`src/rtl/fifo_burst_pkg.sv`:
```
// Shared definitions for the FIFO burst reader: FSM encoding and skid-buffer sizing.
package fifo_burst_pkg;

    typedef enum logic [1:0] {
        IDLE  = 2'd0,
        BURST = 2'd1,
        FIN   = 2'd2
    } state_t;

    localparam int SKID_DEPTH = 3;
    // Reads in flight plus buffered words may never exceed the skid capacity.
    localparam int CREDIT_LIMIT = SKID_DEPTH;

endpackage

```
`src/rtl/fifo_burst_reader_if.sv`:
```
// FIFO read port and downstream valid/ready stream seen by the burst reader.
interface fifo_burst_reader_if #(parameter int DWIDTH = 32);

    logic              FIFO_RD_EN;
    logic [DWIDTH-1:0] FIFO_DOUT;
    logic              FIFO_EMPTY;
    logic              M_VALID;
    logic              M_READY;
    logic [DWIDTH-1:0] M_DATA;
    logic              M_LAST;

    modport master (
        output FIFO_RD_EN, M_VALID, M_DATA, M_LAST,
        input  FIFO_DOUT, FIFO_EMPTY, M_READY
    );

    modport slave (
        input  FIFO_RD_EN, M_VALID, M_DATA, M_LAST,
        output FIFO_DOUT, FIFO_EMPTY, M_READY
    );

endinterface

```
`src/rtl/fifo_burst_skid.sv`:
```
// Three-entry in-order queue; entry 0 is always the head, so the head keeps
// its last value once the queue drains.
module fifo_burst_skid
    import fifo_burst_pkg::*;
#(
    parameter int DWIDTH = 32
) (
    input  logic              CLK,
    input  logic              RST,
    input  logic              push,
    input  logic [DWIDTH-1:0] push_data,
    input  logic              pop,
    output logic [1:0]        occ,
    output logic [DWIDTH-1:0] head
);

    logic [DWIDTH-1:0] entry [SKID_DEPTH];
    logic              pop_ok;
    logic [1:0]        wr_idx;

    assign pop_ok = pop && (occ != 2'd0);
    assign wr_idx = occ - {1'b0, pop_ok};
    assign head   = entry[0];

    always_ff @(posedge CLK or posedge RST) begin
        if (RST) begin
            occ <= '0;
            for (int i = 0; i < SKID_DEPTH; i++) entry[i] <= '0;
        end else begin
            // Shift only occupied entries so a drained head is not overwritten by stale data.
            if (pop_ok) begin
                for (int i = 0; i < SKID_DEPTH - 1; i++) begin
                    if (i + 1 < int'(occ)) entry[i] <= entry[i+1];
                end
            end
            if (push && int'(wr_idx) < SKID_DEPTH) entry[wr_idx] <= push_data;
            occ <= occ + {1'b0, push} - {1'b0, pop_ok};
        end
    end

endmodule

```
`src/rtl/fifo_burst_reader.sv`:
```
// Drains a fixed-length burst from the FIFO read port into a valid/ready stream,
// absorbing the one-cycle read latency with a credit-limited skid buffer.
module fifo_burst_reader
    import fifo_burst_pkg::*;
#(
    parameter int DWIDTH = 32,
    parameter int LWIDTH = 9
) (
    input  logic              CLK,
    input  logic              RST,
    input  logic              START,
    input  logic [LWIDTH-1:0] LEN,
    output logic              BUSY,
    output logic              DONE,
    fifo_burst_reader_if.master bus
);

    localparam logic [LWIDTH-1:0] ONE = LWIDTH'(1);

    state_t            state_q, state_d;
    logic [LWIDTH-1:0] len_q, issue_cnt, out_cnt, last_idx;
    logic              pend, rd_en, hs, accept;
    logic [1:0]        occ;
    logic [DWIDTH-1:0] head;

    assign last_idx = len_q - ONE;
    assign accept   = (state_q == IDLE) && START;
    assign hs       = bus.M_VALID && bus.M_READY;

    // Issue depends only on registered state and FIFO_EMPTY, never on M_READY.
    assign rd_en = (state_q == BURST) && !bus.FIFO_EMPTY && (issue_cnt < len_q) &&
                   (({1'b0, occ} + {2'b00, pend}) < 3'(CREDIT_LIMIT));

    assign bus.FIFO_RD_EN = rd_en;
    assign bus.M_VALID    = (occ != 2'd0);
    assign bus.M_DATA     = head;
    assign bus.M_LAST     = bus.M_VALID && (out_cnt == last_idx);

    always_ff @(posedge CLK or posedge RST) begin
        if (RST) state_q <= IDLE;
        else     state_q <= state_d;
    end

    always_comb begin
        state_d = state_q;
        BUSY    = 1'b0;
        DONE    = 1'b0;
        case (state_q)
            IDLE:  if (START) state_d = (LEN != '0) ? BURST : FIN;
            BURST: begin
                BUSY = 1'b1;
                if (hs && out_cnt == last_idx) state_d = FIN;
            end
            FIN: begin
                DONE    = 1'b1;
                state_d = IDLE;
            end
            default: state_d = IDLE;
        endcase
    end

    always_ff @(posedge CLK or posedge RST) begin
        if (RST) begin
            len_q     <= '0;
            issue_cnt <= '0;
            out_cnt   <= '0;
            pend      <= 1'b0;
        end else begin
            pend <= rd_en;
            if (accept) begin
                len_q     <= LEN;
                issue_cnt <= '0;
                out_cnt   <= '0;
            end else begin
                if (rd_en) issue_cnt <= issue_cnt + ONE;
                if (hs)    out_cnt   <= out_cnt + ONE;
            end
        end
    end

    // pend marks the cycle FIFO_DOUT is valid; credit accounting guarantees room.
    fifo_burst_skid #(.DWIDTH(DWIDTH)) u_skid (
        .CLK       (CLK),
        .RST       (RST),
        .push      (pend),
        .push_data (bus.FIFO_DOUT),
        .pop       (hs),
        .occ       (occ),
        .head      (head)
    );

endmodule

```
`src/flat_wrapper.sv`:
```
// flat-port wrapper written by rule: the top's interface ports become plain ports
module fifo_burst_reader_flat import fifo_burst_pkg::*;
#(
    parameter int DWIDTH = 32,
    parameter int LWIDTH = 9
)
  (CLK, RST, START, LEN, BUSY, DONE, bus_FIFO_RD_EN, bus_M_VALID, bus_M_DATA, bus_M_LAST, bus_FIFO_DOUT, bus_FIFO_EMPTY, bus_M_READY);
  fifo_burst_reader_if #(.DWIDTH(DWIDTH)) bus_i ();
  input  logic CLK;
  input  logic RST;
  input  logic START;
  input  logic [LWIDTH-1:0] LEN;
  output logic BUSY;
  output logic DONE;
  output wire logic [$bits(bus_i.FIFO_RD_EN)-1:0] bus_FIFO_RD_EN;
  output wire logic [$bits(bus_i.M_VALID)-1:0] bus_M_VALID;
  output wire logic [$bits(bus_i.M_DATA)-1:0] bus_M_DATA;
  output wire logic [$bits(bus_i.M_LAST)-1:0] bus_M_LAST;
  input wire logic [$bits(bus_i.FIFO_DOUT)-1:0] bus_FIFO_DOUT;
  input wire logic [$bits(bus_i.FIFO_EMPTY)-1:0] bus_FIFO_EMPTY;
  input wire logic [$bits(bus_i.M_READY)-1:0] bus_M_READY;
  assign bus_FIFO_RD_EN = bus_i.FIFO_RD_EN;
  assign bus_M_VALID = bus_i.M_VALID;
  assign bus_M_DATA = bus_i.M_DATA;
  assign bus_M_LAST = bus_i.M_LAST;
  assign bus_i.FIFO_DOUT = bus_FIFO_DOUT;
  assign bus_i.FIFO_EMPTY = bus_FIFO_EMPTY;
  assign bus_i.M_READY = bus_M_READY;
  fifo_burst_reader #(.DWIDTH(DWIDTH), .LWIDTH(LWIDTH)) u_core (.CLK(CLK), .RST(RST), .START(START), .LEN(LEN), .BUSY(BUSY), .DONE(DONE), .bus(bus_i));
endmodule
```
`config.mk`:
```
export PLATFORM = sky130hd
export DESIGN_NAME = fifo_burst_reader_flat
export DESIGN_NICKNAME = d
export VERILOG_FILES = /design/src/rtl/fifo_burst_pkg.sv /design/src/rtl/fifo_burst_reader_if.sv /design/src/rtl/fifo_burst_skid.sv /design/src/rtl/fifo_burst_reader.sv /design/src/flat_wrapper.sv
export SDC_FILE = /design/constraint.sdc
export NUM_CORES = 1
export LEC_CHECK = 0
export ABC_AREA = 0
export BUFFER_PORTS_ARGS = -buffer_cell sky130_fd_sc_hd__buf_2
export CAP_MARGIN = 25
export CORE_AREA = 2 2 185 96
export CTS_CLUSTER_SIZE = 14
export DETAILED_ROUTE_END_ITERATION = 6
export DIE_AREA = 0 0 187 98
export PLACE_DENSITY = 0.55
export RECOVER_POWER = 25
export SYNTH_ARGS = -nofsm -noshare
export SYNTH_HDL_FRONTEND = slang
export SYNTH_SLANG_ARGS = --single-unit
```
`constraint.sdc`:
```
create_clock -name CLK -period 6.4 [get_ports CLK]
set_clock_uncertainty 0.2 [all_clocks]
set_input_delay 1.28 -clock CLK [delete_from_list [all_inputs] [get_ports CLK]]
set_output_delay 1.28 -clock CLK [all_outputs]
set_load 0.005 [all_outputs]
```
# Word-level counts from Yosys, hierarchy flattened
# Cells that the tools add are included.
# classes
n_addsub	7
magnitude_cmp	7
eq_ne	5
muxes	17
bitwise	1
reduce_logical	17
# ops
operator	n
bitwise mux 96 bit	1
2-to-1 mux 32 bit	3
2-to-1 mux 96 bit	1
demux 32 bit (select 2 bit)	1
2-to-1 mux 64 bit	1
2-to-1 mux 9 bit	4
adder 9 x 1 -> 9 bit, second input constant	2
logical AND 1 bit	10
equality test 9 bit	1
less-than comparator 9 bit	1
nonzero test 9 bit	1
subtractor 9 x 1 -> 9 bit, second input constant	1
2-to-1 mux 2 bit	3
nonzero test 2 bit	3
inequality test 2 bit, second input constant	2
one-hot mux 2 bit (2 select lines)	1
subtractor 2 x 1 -> 2 bit	2
adder 2 x 1 -> 3 bit	1
greater-or-equal comparator 3 bit, second input constant	1
less-than comparator 3 x 1 -> 1 bit, second input constant	1
less-than comparator 3 x 2 -> 1 bit, second input constant	1
NOT 2 -> 3 bit	1
adder 2 x 1 -> 2 bit	1
equality test 2 x 1 -> 1 bit, second input constant	1
other kinds (8)	9
# word_totals
register_bits	128
out_inout_bits	37
wordCells	63

# Depth between registers and ports, before layout
# logic_depth
ltp_word	11
ltp_mapped	10
mapped_depth_nobuf	8

# Cells and area by module
# A second synthesis with hierarchy kept.
# hier_totals
hier_cells	530
area_unflattened_um2	6408.6
# modules_own_cells
mod	instances	cells_each	area_per_inst_um2	seq_area_each_um2
fifo_burst_skid	1	330	4578.1	2452.4
fifo_burst_reader	1	200	1830.5	750.7

# Worst setup path after synthesis
# Ideal clock, no wire load.
# synth_timing
kind	input to output
startpoint	input bus_FIFO_EMPTY
endpoint	output bus_FIFO_RD_EN
arrival_ns	2.027
required_time_ns	4.920
path_slack_ns	2.893
cell_stages	6
cell_sequence	nor3_1 -> nand3_1 -> a31oi_4 -> o21ai_2 -> buf_6 -> inv_1
# synth_between
elab_chain_cells	4
# synth_lines
element	line_no	source
from (decl)	flat_wrapper.sv:20	input wire logic [$bits(bus_i.FIFO_EMPTY)-1:0] bus_FIFO_EMPTY;
zero test 1 bit	fifo_burst_reader.sv:31	assign rd_en = (state_q == BURST) && !bus.FIFO_EMPTY && (issue_cnt < len_q) &&
logical AND 1 bit (3 in series)	fifo_burst_reader.sv:31	
to (decl)	flat_wrapper.sv:15	output wire logic [$bits(bus_i.FIFO_RD_EN)-1:0] bus_FIFO_RD_EN;
# No other way between the ends.

# Final worst setup path
# layout_timing
startpoint	register u_core.len_q[1]
endpoint	output bus_M_LAST
# layout_between
elab_chain_cells	3
# layout_lines
element	line_no	source
from (decl)	fifo_burst_reader.sv:21	logic [LWIDTH-1:0] len_q, issue_cnt, out_cnt, last_idx;
from (signal assigned)	fifo_burst_reader.sv:64	len_q <= '0;
from (signal assigned)	fifo_burst_reader.sv:71	len_q <= LEN;
subtractor 9 x 1 -> 9 bit	fifo_burst_reader.sv:26	assign last_idx = len_q - ONE;
equality test 9 bit	fifo_burst_reader.sv:37	assign bus.M_LAST = bus.M_VALID && (out_cnt == last_idx);
logical AND 1 bit	fifo_burst_reader.sv:37	
to (decl)	flat_wrapper.sv:18	output wire logic [$bits(bus_i.M_LAST)-1:0] bus_M_LAST;
# No other way between the ends.

==> flow_summary.json <==
{
  "synthFlopType": "dfrtp_1",
  "grt_pass1_vias": 4502,
  "critPathTopFamily": "compound AO/OA/AOI/OAI gates",
  "syn_area_um2": 6390,
  "vias": 4416,
  "slew_viol_final": 68,
  "critPathMaxFanout": 8,
  "worst_slew_pin_slew_ns": 2.97,
  "dp_hpwl_um": 10200,
  "antenna_cells": 0,
  "antenna_found_initial": 0,
  "worstSetupStartpoint": "u_core.len_q[1]",
  "crit_top_cell": "inv_1",
  "drc": 0,
  "setup_viol": 0,
  "ant_nets": 0,
  "final_common_cell": "dfrtp_1",
  "syn_inst": 610,
  "ir_drop_mv": 0.187,
  "post-place-ws_ns": 2.29,
  "dr.pass1.iters": 4,
  "rsz0062_at_grt": "no",
  "fillCellCount": 1645,
  "crit_path_start_kind": "register",
  "synth_area_leader_cell": "dfrtp_1",
  "dieArea_um2": 18300,
  "grt.total_usage_pct": 16.9,
  "ios": 83,
  "cts-resized-gates": 0,
  "seq_area_um2": 3200,
  "synth_area_per_cell_um2": 10.5,
  "fin_util_pct": 44.0,
  "vias_per_cell": 4.90,
  "leakagePower_nw": 3.61,
  "cts_buffers": 17,
  "crit_path_end_kind": "output pin",
  "multiInputGateArea_um2": 2780,
  "fin_crit_ns": 3.96,
  "fmax_mhz": 253,
  "postCtsSetupBuffers": 0,
  "cp.depth": 8,
  "ctsHoldBuffers": 0,
  "cts_root_buffer": "clkbuf_16",
  "grt_pass1_wl_um": 24200,
  "chipHeight_um": 98,
  "outcome": "complete, but fails checks",
  "grt_max_degree": 68,
  "fin_setup_tns_ns": 0,
  "core_um2": 16900,
  "r2r_slack_ns": 3.24,
  "finalHoldViolations": 0,
  "crit_type": "reg2out",
  "slew_headroom_pct": -99.1,
  "wl_per_cell_um": 16.2,
  "rows": 34,
  "hold_class": "reg2reg",
  "grt-ovfl-total": 0,
  "violations": "capacitance limit, slew limit",
  "nNetsFinal": 716,
  "area_delta_synth_final_pct": 16.4,
  "cpPeakStageDelay_ns": 0.42,
  "holdWs_ns": 0.284,
  "synth_area_leaders": "dfrtp_1, mux2i_1, mux2_1, nand2_1, buf_4",
  "synth_warnings": 0,
  "cts_buffer_depth": 2,
  "final_cell_mix": "dfrtp_1, nand2_1, buf_2, mux2i_1, o21ai_0",
  "crit_slowest_cell": "dfrtp_1",
  "worstPathArrival_ns": 2.48,
  "clkSlewWorstSetupHoldPaths_ns": 0.06,
  "wl_um": 14600,
  "die_x_um": 187,
  "ys_ff_latch": 128,
  "start_util_pct": 37.8,
  "drtIter0Drc": 234,
  "power.density_nw_per_um2": 506,
  "routabilityCongestion": 0.873,
  "portBuffers": 82,
  "netlist-cell-type-count": 46,
  "layout_setup_ws_ns": 2.44,
  "yosys.area.top_type_share_pct": 50.1,
  "drive_above_1_share_pct": 19.5,
  "async_flop_share_pct": 100,
  "r2r_cells": 7,
  "synth.net_count": 672,
  "cts_tree": "yes",
  "h-tree-depth": 4,
  "cap_violations": 1,
  "synth_seq_area_share_pct": 50.1,
  "critPathBufInv": 3,
  "crit_chain": "inv_1 > ha_1 > inv_1 > xnor2_1 > a31o_1 > a221o_1 > and4_1 > buf_2",
  "required_ns": 4.92,
  "period_share_pct": 61.8,
  "synth_edf_count": 0,
  "cts.sinks": 128,
  "r2r_start": "u_core.u_skid.occ[1]",
  "worstSkewPairLatency_ns": 0.40,
  "endpoint": "bus_M_LAST"
}
where the power goes:
group / leakage (nW) / total, mW / switching (mW) / internal [mW]
sequential: 1.60 / 1.45 / 0.267 / 1.18
clock: 0.289 / 0.989 / 0.365 / 0.624
combinational: 1.72 / 1.33 / 0.718 / 0.607
total: 3.61 / 3.76 / 1.35 / 2.41
cell type report:
type | instances | area share, %
clock buffer | 19 | 5.96
multi-input combinational | 400 | 37.3
tap | 234 | 3.94
sequential | 128 | 43.1
timing repair buffer | 89 | 6.61
clock inverter | 13 | 2.19
inverter | 18 | 0.925
how the worst min path moves through the flow:
stage	startpoint	end	cells past startpoint
2_1_floorplan	register	register	1
3_3_place_gp	register	register	1
6_report	register	register	1
4_1_cts	register	register	1
5_1_grt	register	register	1
3_5_place_dp	register	register	1
worst register-to-register path: stages, from the launching register on:
cell and delay (ns):
dfrtp_1 0.50, or2_1 0.22, and2_1 0.35, ha_1 0.23
xor2_1 0.42, nor2b_4 0.55, buf_16 0.23, mux2_1 0.35
logic make-up after synthesis:
logic type	count (synthesis)	synth area share, %
AND/OR/NAND/NOR	152	10.7
flip-flops	128	50.1
AO/OA/AOI/OAI	113	10.1
multiplexers	99	16.1
buffers and inverters	82	6.91
XOR/XNOR	20	2.86
adder cells (fa/ha/maj)	16	3.13
metrics by stage:
| stage | power, mW | area, um2 | std cells |
|---|---|---|---|
| final | 3.76 | 7440 | 901 |
| after global routing | 4.06 | 7440 | 901 |
| after CTS | 3.81 | 7430 | 900 |
| after detailed placement | 2.79 | 6830 | 868 |
| after global placement | 2.69 | 6780 | 866 |
| after floorplan | 2.47 | 6390 | 610 |
synthesized netlist by cell type (9+ instances only):
| master | n |
|---|---|
| dfrtp_1 | 128 |
| nand2_1 | 86 |
| mux2i_1 | 67 |
| o21ai_0 | 41 |
| o21ai_1 | 40 |
| buf_4 | 32 |
| mux2_1 | 32 |
| clkbuf_1 | 20 |
| inv_1 | 18 |
| nor2_1 | 17 |
| ha_1 | 16 |
| nand3_1 | 11 |
| xnor2_1 | 10 |
| a21oi_1 | 9 |
| xor2_1 | 9 |
layer usage:
layer  up-vias  wire (um)  track usage (%)
met2        87       5870             22.8
met3         6        843             4.82
met5         -          0                0
li1       2183          -                -
met1      2140       7770             26.4
met4         0         67             3.60
No activity file was read; power rests on OpenSTA's default activity.
